===== src/rtl/dmem_arbiter.sv =====
// ============================================================================
// Module   : dmem_arbiter
// Purpose  : Two-requester round-robin arbiter in front of a single-port data
//            memory. Each access takes IDLE -> ACCESS -> DONE.
// Revision : 1.0  initial release
// ============================================================================
`default_nettype none

module dmem_arbiter #(
    parameter int WORDS = 256
) (
    input  logic        clk,
    input  logic        rst_n,
    input  logic        req0,
    input  logic        req1,
    input  logic        we0,
    input  logic        we1,
    input  logic [31:0] addr0,
    input  logic [31:0] addr1,
    input  logic [31:0] wdata0,
    input  logic [31:0] wdata1,
    output logic        gnt0,
    output logic        gnt1,
    output logic        rvalid0,
    output logic        rvalid1,
    output logic [31:0] rdata0,
    output logic [31:0] rdata1,
    output logic        err0,
    output logic        err1,
    output logic        busy,
    output logic [31:0] mem_addr,
    output logic [31:0] mem_wdata,
    output logic        mem_write,
    output logic        mem_read,
    input  logic [31:0] mem_rdata
);

    localparam logic [31:0] ADDR_LIMIT = 32'(4 * WORDS);

    typedef enum logic [1:0] {
        IDLE   = 2'd0,
        ACCESS = 2'd1,
        DONE   = 2'd2
    } state_t;

    state_t      r_state;
    state_t      w_next;

    logic        r_last;
    logic        r_id;
    logic        r_we;
    logic [31:0] r_addr;
    logic [31:0] r_wdata;
    logic        r_gnt0;
    logic        r_gnt1;
    logic        r_rvalid0;
    logic        r_rvalid1;
    logic        r_err0;
    logic        r_err1;
    logic [31:0] r_rdata0;
    logic [31:0] r_rdata1;

    logic        w_any_req;
    logic        w_win;
    logic        w_grant;
    logic        w_access;
    logic        w_addr_err;
    logic [31:0] w_rdata;

    // On a tie the requester that was not granted last wins.
    assign w_any_req  = req0 | req1;
    assign w_win      = (req0 & req1) ? ~r_last : req1;
    assign w_addr_err = (r_addr[1:0] != 2'b00) || (r_addr >= ADDR_LIMIT);
    assign w_rdata    = (r_we || w_addr_err) ? 32'd0 : mem_rdata;

    always_comb begin
        w_next   = r_state;
        w_grant  = 1'b0;
        w_access = 1'b0;
        case (r_state)
            IDLE: begin
                if (w_any_req) begin
                    w_next  = ACCESS;
                    w_grant = 1'b1;
                end
            end
            ACCESS: begin
                w_access = 1'b1;
                w_next   = DONE;
            end
            DONE: begin
                w_next = IDLE;
            end
            default: begin
                w_next = IDLE;
            end
        endcase
    end

    always_ff @(posedge clk or negedge rst_n) begin
        if (!rst_n) begin
            r_state   <= IDLE;
            r_last    <= 1'b1;
            r_id      <= 1'b0;
            r_we      <= 1'b0;
            r_addr    <= 32'd0;
            r_wdata   <= 32'd0;
            r_gnt0    <= 1'b0;
            r_gnt1    <= 1'b0;
            r_rvalid0 <= 1'b0;
            r_rvalid1 <= 1'b0;
            r_err0    <= 1'b0;
            r_err1    <= 1'b0;
            r_rdata0  <= 32'd0;
            r_rdata1  <= 32'd0;
        end else begin
            r_state   <= w_next;
            r_gnt0    <= w_grant & ~w_win;
            r_gnt1    <= w_grant & w_win;
            r_rvalid0 <= w_access & ~r_id;
            r_rvalid1 <= w_access & r_id;
            r_err0    <= w_access & ~r_id & w_addr_err;
            r_err1    <= w_access & r_id & w_addr_err;
            if (w_grant) begin
                r_last  <= w_win;
                r_id    <= w_win;
                r_we    <= w_win ? we1 : we0;
                r_addr  <= w_win ? addr1 : addr0;
                r_wdata <= w_win ? wdata1 : wdata0;
            end
            if (w_access) begin
                if (r_id) begin
                    r_rdata1 <= w_rdata;
                end else begin
                    r_rdata0 <= w_rdata;
                end
            end
        end
    end

    // Strobes come straight from state so an async reset kills them at once.
    assign mem_write = w_access & ~w_addr_err & r_we;
    assign mem_read  = w_access & ~w_addr_err & ~r_we;
    assign mem_addr  = r_addr;
    assign mem_wdata = r_wdata;
    assign busy      = (r_state != IDLE);

    assign gnt0      = r_gnt0;
    assign gnt1      = r_gnt1;
    assign rvalid0   = r_rvalid0;
    assign rvalid1   = r_rvalid1;
    assign err0      = r_err0;
    assign err1      = r_err1;
    assign rdata0    = r_rdata0;
    assign rdata1    = r_rdata1;

endmodule

`default_nettype wire

===== config.mk =====
export PLATFORM = sky130hd
export DESIGN_NAME = dmem_arbiter
export DESIGN_NICKNAME = d
export VERILOG_FILES = /design/src/rtl/dmem_arbiter.sv
export SDC_FILE = /design/constraint.sdc
export NUM_CORES = 1
export LEC_CHECK = 0
export ABC_AREA = 1
export CAP_MARGIN = 20
export CORE_MARGIN = 2
export CORE_UTILIZATION = 37
export CTS_BUF_LIST = sky130_fd_sc_hd__clkbuf_8
export CTS_CLUSTER_DIAMETER = 100
export DETAILED_ROUTE_END_ITERATION = 10
export PLACE_DENSITY_LB_ADDON = 0.08
export SLEW_MARGIN = 30
export SYNTH_ARGS = -nofsm -noshare
export SYNTH_HDL_FRONTEND = slang
export SYNTH_SLANG_ARGS = --single-unit

===== constraint.sdc =====
create_clock -name clk -period 1.2 [get_ports clk]
set_input_delay 0.24 -clock clk [delete_from_list [all_inputs] [get_ports clk]]
set_output_delay 0.24 -clock clk [all_outputs]
set_load 0.01 [all_outputs]

==> results.sh <==
export IMPL_io_pins=303
export IMPL_synth_compound_area_share_pct=0.567
export IMPL_gr_total_overflow=0
export IMPL_dp_hpwl_um=14100
export IMPL_synth_seq_cells=139
export IMPL_max_stage_delay_ns=0.40
export IMPL_met3_usage_pct=7.33
export IMPL_crit_path_start_kind="flip-flop"
export IMPL_syn_inst=684
export IMPL_clkTransAtPathRegs_ns=0.08
export IMPL_cts_root_buf="clkbuf_8"
export IMPL_yosysWarnings=0
export IMPL_die_area_um2=17100
export IMPL_p_leak_uw=0.00566
export IMPL_drcViolationCount=0
export IMPL_seq_power_share_pct=32.2
export IMPL_routedWlPerCell_um=16.1
export IMPL_diodes=0
export IMPL_htree_levels=4
export IMPL_synth_top_family_by_area="simple AND/OR/NAND/NOR gates"
export IMPL_vias=6361
export IMPL_grt_pass1_vias=6164
export IMPL_grt_busiest_layer="met2"
export IMPL_netlist_top_cells_count="nand2_1 (328), dfrtp_1 (138), nand3_1 (64), nand4_1 (64), buf_2 (20)"
export IMPL_final_period_utilization_pct=152
export IMPL_final_antenna_net_count=0
export IMPL_slowest_stage="dfrtp_1"
export IMPL_p_sw_uw=7760
export IMPL_crit_path_max_fanout=3
export IMPL_core_um2=15800
export IMPL_crit_path_end_kind="output pin"
export IMPL_grtUsageMet2_pct=39.9
export IMPL_clock_latency_ns=0.44
export IMPL_yosysSeqAreaShare_pct=58.4
export IMPL_swShare_pct=36.5
export IMPL_syn_area_per_cell_um2=8.72
export IMPL_cts_buffers=17
export IMPL_reg2reg_depth=10
export IMPL_synth_edff_count=0
export IMPL_die_y_um=131
export IMPL_final_nets=1270
export IMPL_layout_drive_gt1_share_pct=32.1
export IMPL_rsz0062_at_grt="true"
export IMPL_r2r_start="mem_addr[13]"
export IMPL_syn2layout_area_growth_pct=83.6
export IMPL_setup_slack_ns=-0.624
export IMPL_crit_required_ns=0.96
export IMPL_place_inst=1216
export IMPL_peakVddDrop_v=0.00124
export IMPL_setup_viol=205
export IMPL_yosysTopAreaCell="dfrtp_1"
export IMPL_synth_xor_area_share_pct=0
export IMPL_routed_wl_um=21400
export IMPL_crit_chain="nor2_1 -> nand2_1 -> nor2_2 -> nand2_2 -> nor4_4 -> buf_2"
export IMPL_drv_slew=0
export IMPL_hold_path_class="in -> async"
export IMPL_skew_ns=0.0131
export IMPL_worst_path_buf_inv=1
export IMPL_synth_main_ff_cell="dfrtp_1"
export IMPL_crit_arrival_ns=1.58
export IMPL_combinationalPowerShare_pct=50.3
export IMPL_ys_async_sr_fraction_pct=100
export IMPL_p_per_area_nw_per_um2=1940
export IMPL_cts_tree="built"
export IMPL_status="finished, violations left"
export IMPL_viasPerCell=4.77
export IMPL_clock_sinks=139
export IMPL_syn_nets=850
export IMPL_max_cap_violations=0
export IMPL_synth_top_area_share_pct=57.9
export IMPL_p_int_uw=13500
export IMPL_use_met1_pct=28.0
export IMPL_first_pass_iters=6
export IMPL_fmax_mhz=548
export IMPL_muxShareOfSynthArea_pct=0
export IMPL_die_x_um=131
export IMPL_gp_congestion=0.824
export IMPL_antenna_found_initial=0
export IMPL_fin_total_pwr_uw=21300
export IMPL_r2r_setup_slack_ns=-0.48
export IMPL_initial_utilization_pct=37.7
export IMPL_tightestPinTransition_ns=0.683
export IMPL_io_buffers=302
export IMPL_syn_cell_area_um2=5960
export IMPL_grt_pass1_wl_um=31000
export IMPL_violations="setup timing"
export IMPL_power_share_clock_pct=17.5
export IMPL_relSlewSlack_pct=54.5
export IMPL_hold_viol=0
export IMPL_critical_path_top_delay_family="simple AND/OR/NAND/NOR gates"
export IMPL_reg2reg_to="rdata1[23]"
export IMPL_finish_utilization_pct=69.2
export IMPL_synth_area_leaders="dfrtp_1 (58%), nand2_1 (21%), nand4_1 (6.7%), nand3_1 (5.4%), buf_2 (1.7%)"
export IMPL_gr_usage_all_layers_pct=23.6
export IMPL_synthDistinctLibCells=21
export IMPL_critical_path_class="reg -> out"
export IMPL_grt_start_max_net_pins=66
export IMPL_layoutNonFillerInstCount=1333
export IMPL_drtIter0Drc=255
export IMPL_post_route_min_period_ns=1.82
export IMPL_rows=46
export IMPL_synth_fa_ha_area_share_pct=0
export IMPL_yosysMostFrequentCell="nand2_1"
export IMPL_synth_simple_gate_area_share_pct=35.8
export IMPL_cts_buffer_depth=2
==> metrics by stage <==
stage	hold WS [ns]	setup slack (ns)	area, um2	setup TNS, ns
4_1_cts	0.230	-0.715	10200	-48.76
2_1_floorplan	-0.0556	-0.154	6050	-10.06
3_3_place_gp	0.126	-0.636	9680	-49.34
3_5_place_dp	0.125	-0.668	9680	-51.16
5_1_grt	0.259	-0.749	10900	-76.29
6_report	0.255	-0.624	10900	-57.30
==> cell usage in the layout (no fill, tap or decap) <==
cell and n:
clkdlybuf4s50_1 164, nand2_4 2, dfstp_2 1, bufinv_16 2, nand2_2 8, nand2_1 321
clkinvlp_4 5, buf_16 6, inv_2 6, buf_4 78, clkinv_4 1, a21boi_2 1
nor2_1 10, nor4_4 2, nor2_8 1, inv_1 4, o211ai_1 1, clkbuf_8 19
buf_6 96, buf_12 19, buf_8 4, nor2_2 5, nand4_1 64, dfrtp_1 138
clkbuf_16 7, nand4_4 1, nor2_4 5, o21ai_0 2, nand3_2 11, inv_4 1
dlygate4sd3_1 1, buf_2 72, o21ai_2 1, nand3_1 53, clkinv_2 5
==> how the worst max path moves through the flow <==
| stage | start | endpoint | slack, ns | cells past startpoint |
|---|---|---|---|---|
| after floorplan | mem_addr[11] | rdata1[11] | -0.15 | 8 |
| after detailed placement | mem_addr[0] | mem_read | -0.67 | 4 |
| after global placement | mem_addr[0] | mem_read | -0.64 | 4 |
| after CTS | mem_addr[21] | mem_read | -0.71 | 6 |
| final | mem_addr[13] | mem_read | -0.62 | 6 |
| after global routing | mem_addr[19] | mem_read | -0.75 | 6 |
==> power by group through the flow <==
| stage | clock network [uW] | logic [uW] | registers, uW |
|---|---|---|---|
| finish | 3720 | 10700 | 6840 |
| global route | 4000 | 11600 | 6980 |
| CTS | 3800 | 9470 | 6770 |
| detailed placement | 0 | 9450 | 6770 |
| global placement | 0 | 9450 | 6740 |
| floorplan | 0 | 3500 | 7410 |
==> cell families (layout without fill, tap and decap cells) <==
group / Yosys count / in the layout
simple gates: 483 / 483
compound gates: 5 / 5
flops: 139 / 139
buf+inv: 57 / 490
==> layer usage <==
layer,share of wire [%],vias up
met3,7.9,31
met1,39,3003
met2,51,246
met4,2.4,0
met5,0,-
li1,-,3081
==> sequential cells by signal (all words and copies together) (netlist names) <==
register   count
rvalid0        1
r_last         1
r_state        2
err1           1
mem_wdata     32
gnt1           1
err0           1
mem_addr      32
rdata1        32
r_we           1
r_id           1
rdata0        32
gnt0           1
rvalid1        1
==> final cells by class <==
cell class                      instances  area [um2]
Clock inverter                         13         126
Sequential cell                       139        3480
Inverter                               11        48.8
Fill cell                            1273        4880
Timing Repair Buffer                  447        4460
Tap cell                              216         270
Multi-Input combinational cell        488        2300
Clock buffer                           19         262
==> timing repair <==
item	in CTS	in global routing
endpoints found under the setup margin	272	273
cloned	5	7
endpoints found under the hold margin	138	0
buffers inserted	45	45
resized for setup	655	60
hold buffers	1	0
pin swaps	9	18
No activity file was read; power rests on OpenSTA's default activity.
